[config.mk]
export PLATFORM = sky130hd
export DESIGN_NAME = fib_engine
export DESIGN_NICKNAME = d
export VERILOG_FILES = /design/src/rtl/fib_engine.sv
export SDC_FILE = /design/constraint.sdc
export NUM_CORES = 1
export LEC_CHECK = 0
export CAP_MARGIN = 0
export CORE_UTILIZATION = 40
export CTS_BUF_LIST = sky130_fd_sc_hd__clkbuf_4
export DETAILED_ROUTE_END_ITERATION = 6
export SYNTH_ARGS = -nofsm -noshare
export SYNTH_HDL_FRONTEND = slang
export SYNTH_SLANG_ARGS = --single-unit
[constraint.sdc]
create_clock -name clk -period 1.75 [get_ports clk]
set_input_delay 0.35 -clock clk [delete_from_list [all_inputs] [get_ports clk]]
set_output_delay 0.35 -clock clk [all_outputs]
set_load 0.01 [all_outputs]
[src/rtl/fib_engine.sv]
// rtl/fib_engine.sv - parametrised Fibonacci engine with start/busy/done handshake
//
// Purpose: computes fib(n) with fib(0)=fib(1)=1 for an N_W-bit index into a
// RES_W-bit result. Overflow is sticky over a run and reported with the result.
// Build option: FIB_SAT_EN - when defined, the running sum saturates to all-ones
// on the first carry-out; when undefined, the sum wraps modulo 2^RES_W.
//
// Ports:
//   clk    - rising-edge clock
//   CLR    - asynchronous active-high reset
//   start  - run request, sampled only in IDLE
//   n      - index, latched on the accepting edge
//   result - last completed fib(n), held until the next completion
//   busy   - high from the accepting edge until completion
//   done   - one-cycle completion pulse
//   ovf    - an addition of the last run carried out of RES_W bits
module fib_engine #(
    parameter int N_W   = 3,
    parameter int RES_W = 5
) (
    input  logic             clk,
    input  logic             CLR,
    input  logic             start,
    input  logic [N_W-1:0]   n,
    output logic [RES_W-1:0] result,
    output logic             busy,
    output logic             done,
    output logic             ovf
);

    typedef enum logic {IDLE, CALC} state_t;

    state_t           r_state;
    logic [RES_W-1:0] r_a;
    logic [RES_W-1:0] r_b;
    logic [N_W-1:0]   r_cnt;
    logic             r_ovf;
    logic [RES_W-1:0] r_result;
    logic             r_busy;
    logic             r_done;
    logic             r_ovf_out;

    // One extra bit holds the carry-out of the RES_W-bit add.
    logic [RES_W:0]   w_sum;
    logic             w_carry;

    assign w_sum   = {1'b0, r_a} + {1'b0, r_b};
    assign w_carry = w_sum[RES_W];

    always_ff @(posedge clk or posedge CLR) begin
        if (CLR) begin
            r_state   <= IDLE;
            r_a       <= '0;
            r_b       <= '0;
            r_cnt     <= '0;
            r_ovf     <= 1'b0;
            r_result  <= '0;
            r_busy    <= 1'b0;
            r_done    <= 1'b0;
            r_ovf_out <= 1'b0;
        end else begin
            r_done <= 1'b0;
            case (r_state)
                IDLE: begin
                    if (start) begin
                        r_a     <= RES_W'(1);
                        r_b     <= RES_W'(1);
                        r_cnt   <= n;
                        r_ovf   <= 1'b0;
                        r_busy  <= 1'b1;
                        r_state <= CALC;
                    end
                end
                CALC: begin
                    if (r_cnt <= N_W'(1)) begin
                        r_result  <= r_b;
                        r_ovf_out <= r_ovf;
                        r_done    <= 1'b1;
                        r_busy    <= 1'b0;
                        r_state   <= IDLE;
                    end else begin
                        r_a   <= r_b;
                        r_cnt <= r_cnt - N_W'(1);
                        r_ovf <= r_ovf | w_carry;
`ifdef FIB_SAT_EN
                        // Once any carry has occurred the run stays pinned at all-ones.
                        if (w_carry || r_ovf)
                            r_b <= '1;
                        else
                            r_b <= w_sum[RES_W-1:0];
`else
                        r_b <= w_sum[RES_W-1:0];
`endif
                    end
                end
                default: r_state <= IDLE;
            endcase
        end
    end

    assign result = r_result;
    assign busy   = r_busy;
    assign done   = r_done;
    assign ovf    = r_ovf_out;

endmodule

-- Word level (Yosys, flattened, before mapping)
Index checks and enable logic that the tools add are counted.
- flip-flop bits (word level): 23
- word-level logic and storage cells: 39
- add/sub/neg operators: 2
- magnitude comparators: 1
- eq/ne operators: 3
- multiplexer cells: 19
- bitwise gates (word level): 2
- reduce and logical (&&, ||, !) cells: 3
- operators with widths (operator ; number):
    5-bit case mux with 2 select lines ; 2
    5-bit two-way mux ; 3
    1-bit two-way mux ; 8
    5-bit by 5-bit adder with 6-bit output ; 1
    3-bit two-way mux ; 2
    1-bit case mux with 2 select lines ; 3
    3-bit case mux with 2 select lines ; 1
    2-bit AND reduction ; 3
    2-bit inequality test, second input constant ; 2
    3-bit by 1-bit less-or-equal comparator with 1-bit output, second input constant ; 1
    3-bit by 1-bit subtractor with 3-bit output, second input constant ; 1
    2-bit by 1-bit inequality test with 1-bit output, second input constant ; 1
    1-bit NOT ; 1
    1-bit OR ; 1

-- Depth between registers and ports, before layout
- depth in word-level cells: 4
- gate-level depth with buffers: 7
- gate-level depth less buffers: 7

-- Worst setup path before layout
No wires, ideal clock.
- path type: reg-to-reg
- start: reg r_cnt[1]
- end: reg r_ovf_out (netlist: ovf)
- arrival: 1460 ps
- data required time: 1625 ps
- setup slack: 165 ps
- cell stages (with the launch flop): 7
- path buffers: 1
- clock period less this slack: 1585 ps
- cell sequence: dfrtp_1 > inv_1 > ha_1 > o21ba_2 > or3_1 > buf_6 > mux2_4
- word-level cells in the longest chain between the ends: 2
- ends and longest elaborated chain (item ; line ; text):
    start, declared ; 36 ; logic [N_W-1:0] r_cnt;
    start signal, assigned ; 68 ; r_cnt <= n;
    start signal, assigned ; 83 ; r_cnt <= r_cnt - N_W'(1);
    3-bit by 1-bit less-or-equal comparator with 1-bit output ; 75 ; if (r_cnt <= N_W'(1)) begin
    2-bit AND reduction (no source line) ; - ;
    end signal, assigned ; 77 ; r_ovf_out <= r_ovf;
    end, declared ; 41 ; logic r_ovf_out;
Every way passes these cells.
A chain may end at the register's enable or synchronous reset.

-- Worst setup path in the final report
- start: reg r_cnt[1]
- end: reg r_result[0] (netlist: result[0])
- word-level cells in the longest chain between the ends: 2
- ends and longest elaborated chain (item ; line ; text):
    3-bit by 1-bit less-or-equal comparator with 1-bit output ; 75 ;
    2-bit AND reduction (no source line) ; - ;
    end signal, assigned ; 76 ; r_result <= r_b;
    end, declared ; 38 ; logic [RES_W-1:0] r_result;
Every way passes these cells.

==> flow_summary.yaml <==
place:
  dp_cells: 145
  pre_cts_ws_ns: 0.05200
  dp_hpwl_um: 1506
  portBuffers: 13
  gp_congestion: 0.7284
  placed_area_mm2: 0.001326
synthesis:
  netlist_instances: 95
  dominantRegCellSynth: "dfrtp_1"
  seq_area_frac_synth_pct: 51.98
  synth_edf_count: 0
  syn-num-nets: 109
  synthDistinctLibCells: 30
  synth_area_per_cell_um2: 11.66
  ys_ff_latch: 23
  synth_area_leaders: "dfrtp_1 52%, ha_1 7.9%, mux2_4 6.8%, o21ai_0 3.6%, a22o_1 3.2%"
  yosysTopAreaCell: "dfrtp_1"
  synth_commonest_cells: "23 x dfrtp_1, 9 x inv_1, 8 x o21ai_0"
  yosysWarnings: 0
  synth_top_cell_area_share_pct: 51.98
  async_flop_share_pct: 100.0
  yosysMostFrequentCell: "dfrtp_1"
  synth_area_mm2: 0.001107
worst_setup_path:
  criticalPathCategory: "register to register"
  startpoint: "r_cnt[1]"
  slowest_stage: "dfrtp_1"
  cp_max_fo: 6
  crit_chain: "inv_2 > ha_1 > o21ba_2 > or3_4 > buf_6 > mux2_4"
  r2r_cells: 6
  slowest_delay_ns: 0.43
  ff2ff_setup_slack_ns: 0.04
  worstReg2RegStart: "r_cnt[1]"
  cp-end-kind: "register"
  crit_cells: 6
  required_ns: 1.95
  cp_num_buf_inv: 2
  startpoint_type: "register"
  r2r_end: "result[0]"
  crit_path_end: "result[0]"
  cpLargestDelayFamily: "flip-flops"
  crit_arrival_ns: 1.90
route:
  drtIter0Drc: 4
  routed_wl_um: 2060
  vias: 757
  antenna_left: 0
  wl_met1_um: 1020
  wl_met3_um: 36
  drtPass1Iterations: 2
  highest_layer: "met4"
  drc_errors: 0
  routed_via_density: 5.047
  wl_per_cell_um: 13.73
  wl_met2_um: 988
die:
  io_pins: 14
  start_util_pct: 43.51
  chipHeight_um: 54.62
  rows: 18
  core-area_mm2: 0.002545
  die_width_um: 54.62
  die_area_mm2: 0.002983
power:
  netSwitchingFraction_pct: 38.02
  p_per_area_mw_per_mm2: 2006
  internal_power_w: 0.001729
  clock_power_share_pct: 8.7
  power_w: 0.002790
  ir_drop_uv: 1077
  p_sw_w: 0.001061
  p_leak_nw: 0.6679
  seqPwrFrac_pct: 33.8
  power_frac_comb_pct: 57.5
clock_tree:
  clk_path_buf_depth: 2
  cts_root_buf: "clkbuf_4"
  path_clk_slew_ns: 0.13
  cts_sinks: 23
  cts_made_buffers: 3
  cts_tree: "yes"
  cts_max_level: 1
  clk_latency_ns: 0.31
cells_and_area:
  layout.nets: 135
  postLayoutCellArea_mm2: 0.001391
  n_antenna_cell: 0
  layout-drive-gt1-share_pct: 22.50
  synthToLayoutAreaGrowth_pct: 25.65
  fillCellCount: 227
  fin_cells: 150
timing:
  slew_violations: 0
  timing.final.hold_violations: 0
  worst_slack_ns: 0.04437
  worstMarginPinSlew_ns: 0.3683
  min_period_over_period_pct: 97.46
  fin_skew_ns: 0.01274
  setup_viol: 0
  max_freq_ghz: 0.5863
  rsz0062_at_grt: "yes"
  maxSlewHeadroom_pct: 75.19
  min_period_ns: 1.706
  whs_ns: 0.3649
run:
  max_cap_violations: 0
global_routing:
  grt-ovfl-total: 0
  grt_pass1_wl_um: 3291
  antenna_found_initial: 0
  grt_pass1_vias: 712
  grtUsageTotal_pct: 15.98
  grt_max_degree: 24
status:
  status: "completed"
hold_path:
  hold_class: "input port to async pin"
worst register-to-register path: cells and delay by family (launching register included):
family | cells | cell delay (ns)
flip-flops | 1 | 0.43
AND/OR/NAND/NOR | 1 | 0.34
multiplexers | 1 | 0.29
buffers and inverters | 2 | 0.22
AO/OA/AOI/OAI | 1 | 0.18
adder cells (fa/ha/maj) | 1 | 0.14
kinds of logic (layout without fill, tap and decap cells):
logic type      count (synthesis)  count (layout)  synth area share (%)
mux                             7               7                 8.587
buf+inv                        12              37                 4.858
flops                          23              23                 51.98
xor+xnor                        2               2                 1.582
simple gates                   16              16                 6.555
fa+ha+maj                       8               8                 9.717
compound gates                 27              27                 16.72
cell type report:
type / instances / area (um2) / share of cell area, %
Multi-Input combinational cell: 60 / 500.5 / 35.97
Timing Repair Buffer: 23 / 212.7 / 15.29
Inverter: 10 / 37.54 / 2.698
Clock buffer: 3 / 22.52 / 1.619
Clock inverter: 1 / 5.005 / 0.3597
Sequential cell: 23 / 575.6 / 41.37
Tap cell: 30 / 37.54 / 2.698
sequential cells by signal, indices dropped and copies added (netlist names):
register,flops
busy,1
r_a,5
r_state,1
done,1
result,5
ovf,1
r_b,5
r_cnt,3
r_ovf,1
through the flow:
step / util, % / setup TNS [ns]
floorplan: - / 0
global placement: 52.11 / 0
detailed placement: 52.11 / 0
CTS: 53.20 / 0
global route: 54.67 / -0.03447
finish: 54.67 / 0
layout by cell type, fill, tap and decap left out, types with 2 or more instances in the layout:
cell,instances
clkdlybuf4s50_1,13
nand2_1,6
o22ai_1,2
a22o_1,4
buf_4,8
mux2_4,5
nand2b_1,2
o21ai_0,7
clkbuf_4,3
buf_6,2
inv_2,2
nor2_1,5
a21oi_1,4
ha_1,6
mux2i_1,2
inv_1,8
dfrtp_1,23
what timing repair did:
| item | 4_1_cts | 5_1_grt |
|---|---|---|
| gates resized for setup | 0 | 8 |
| hold buffers | 0 | 0 |
| endpoints found under the setup margin | 0 | 10 |
| setup buffers | 0 | 1 |
worst min path at each step:
| stage | end | slack [ns] | depth (start not counted) |
|---|---|---|---|
| 2_1_floorplan | busy | 0.35 | 1 |
| 3_3_place_gp | busy | 0.49 | 1 |
| 3_5_place_dp | busy | 0.49 | 1 |
| 4_1_cts | r_cnt[0] | 0.36 | 3 |
| 5_1_grt | r_cnt[0] | 0.43 | 3 |
| 6_report | r_cnt[0] | 0.36 | 3 |
routing by layer:
layer / vias to the layer above / track usage, %
li1: 388 / -
met1: 360 / 22.54
met2: 7 / 24.90
met3: 2 / 4.167
met4: 0 / 2.564
met5: - / 0
power by group through the flow:
stage | registers (W) | clock network [W] | logic, W
2_1_floorplan | 0.000954 | 0 | 0.000970
5_1_grt | 0.000979 | 0.000272 | 0.00181
3_5_place_dp | 0.000951 | 0 | 0.00151
6_report | 0.000943 | 0.000242 | 0.00161
4_1_cts | 0.000940 | 0.000258 | 0.00152
3_3_place_gp | 0.000946 | 0 | 0.00147
(Power assumes the default switching activity.)
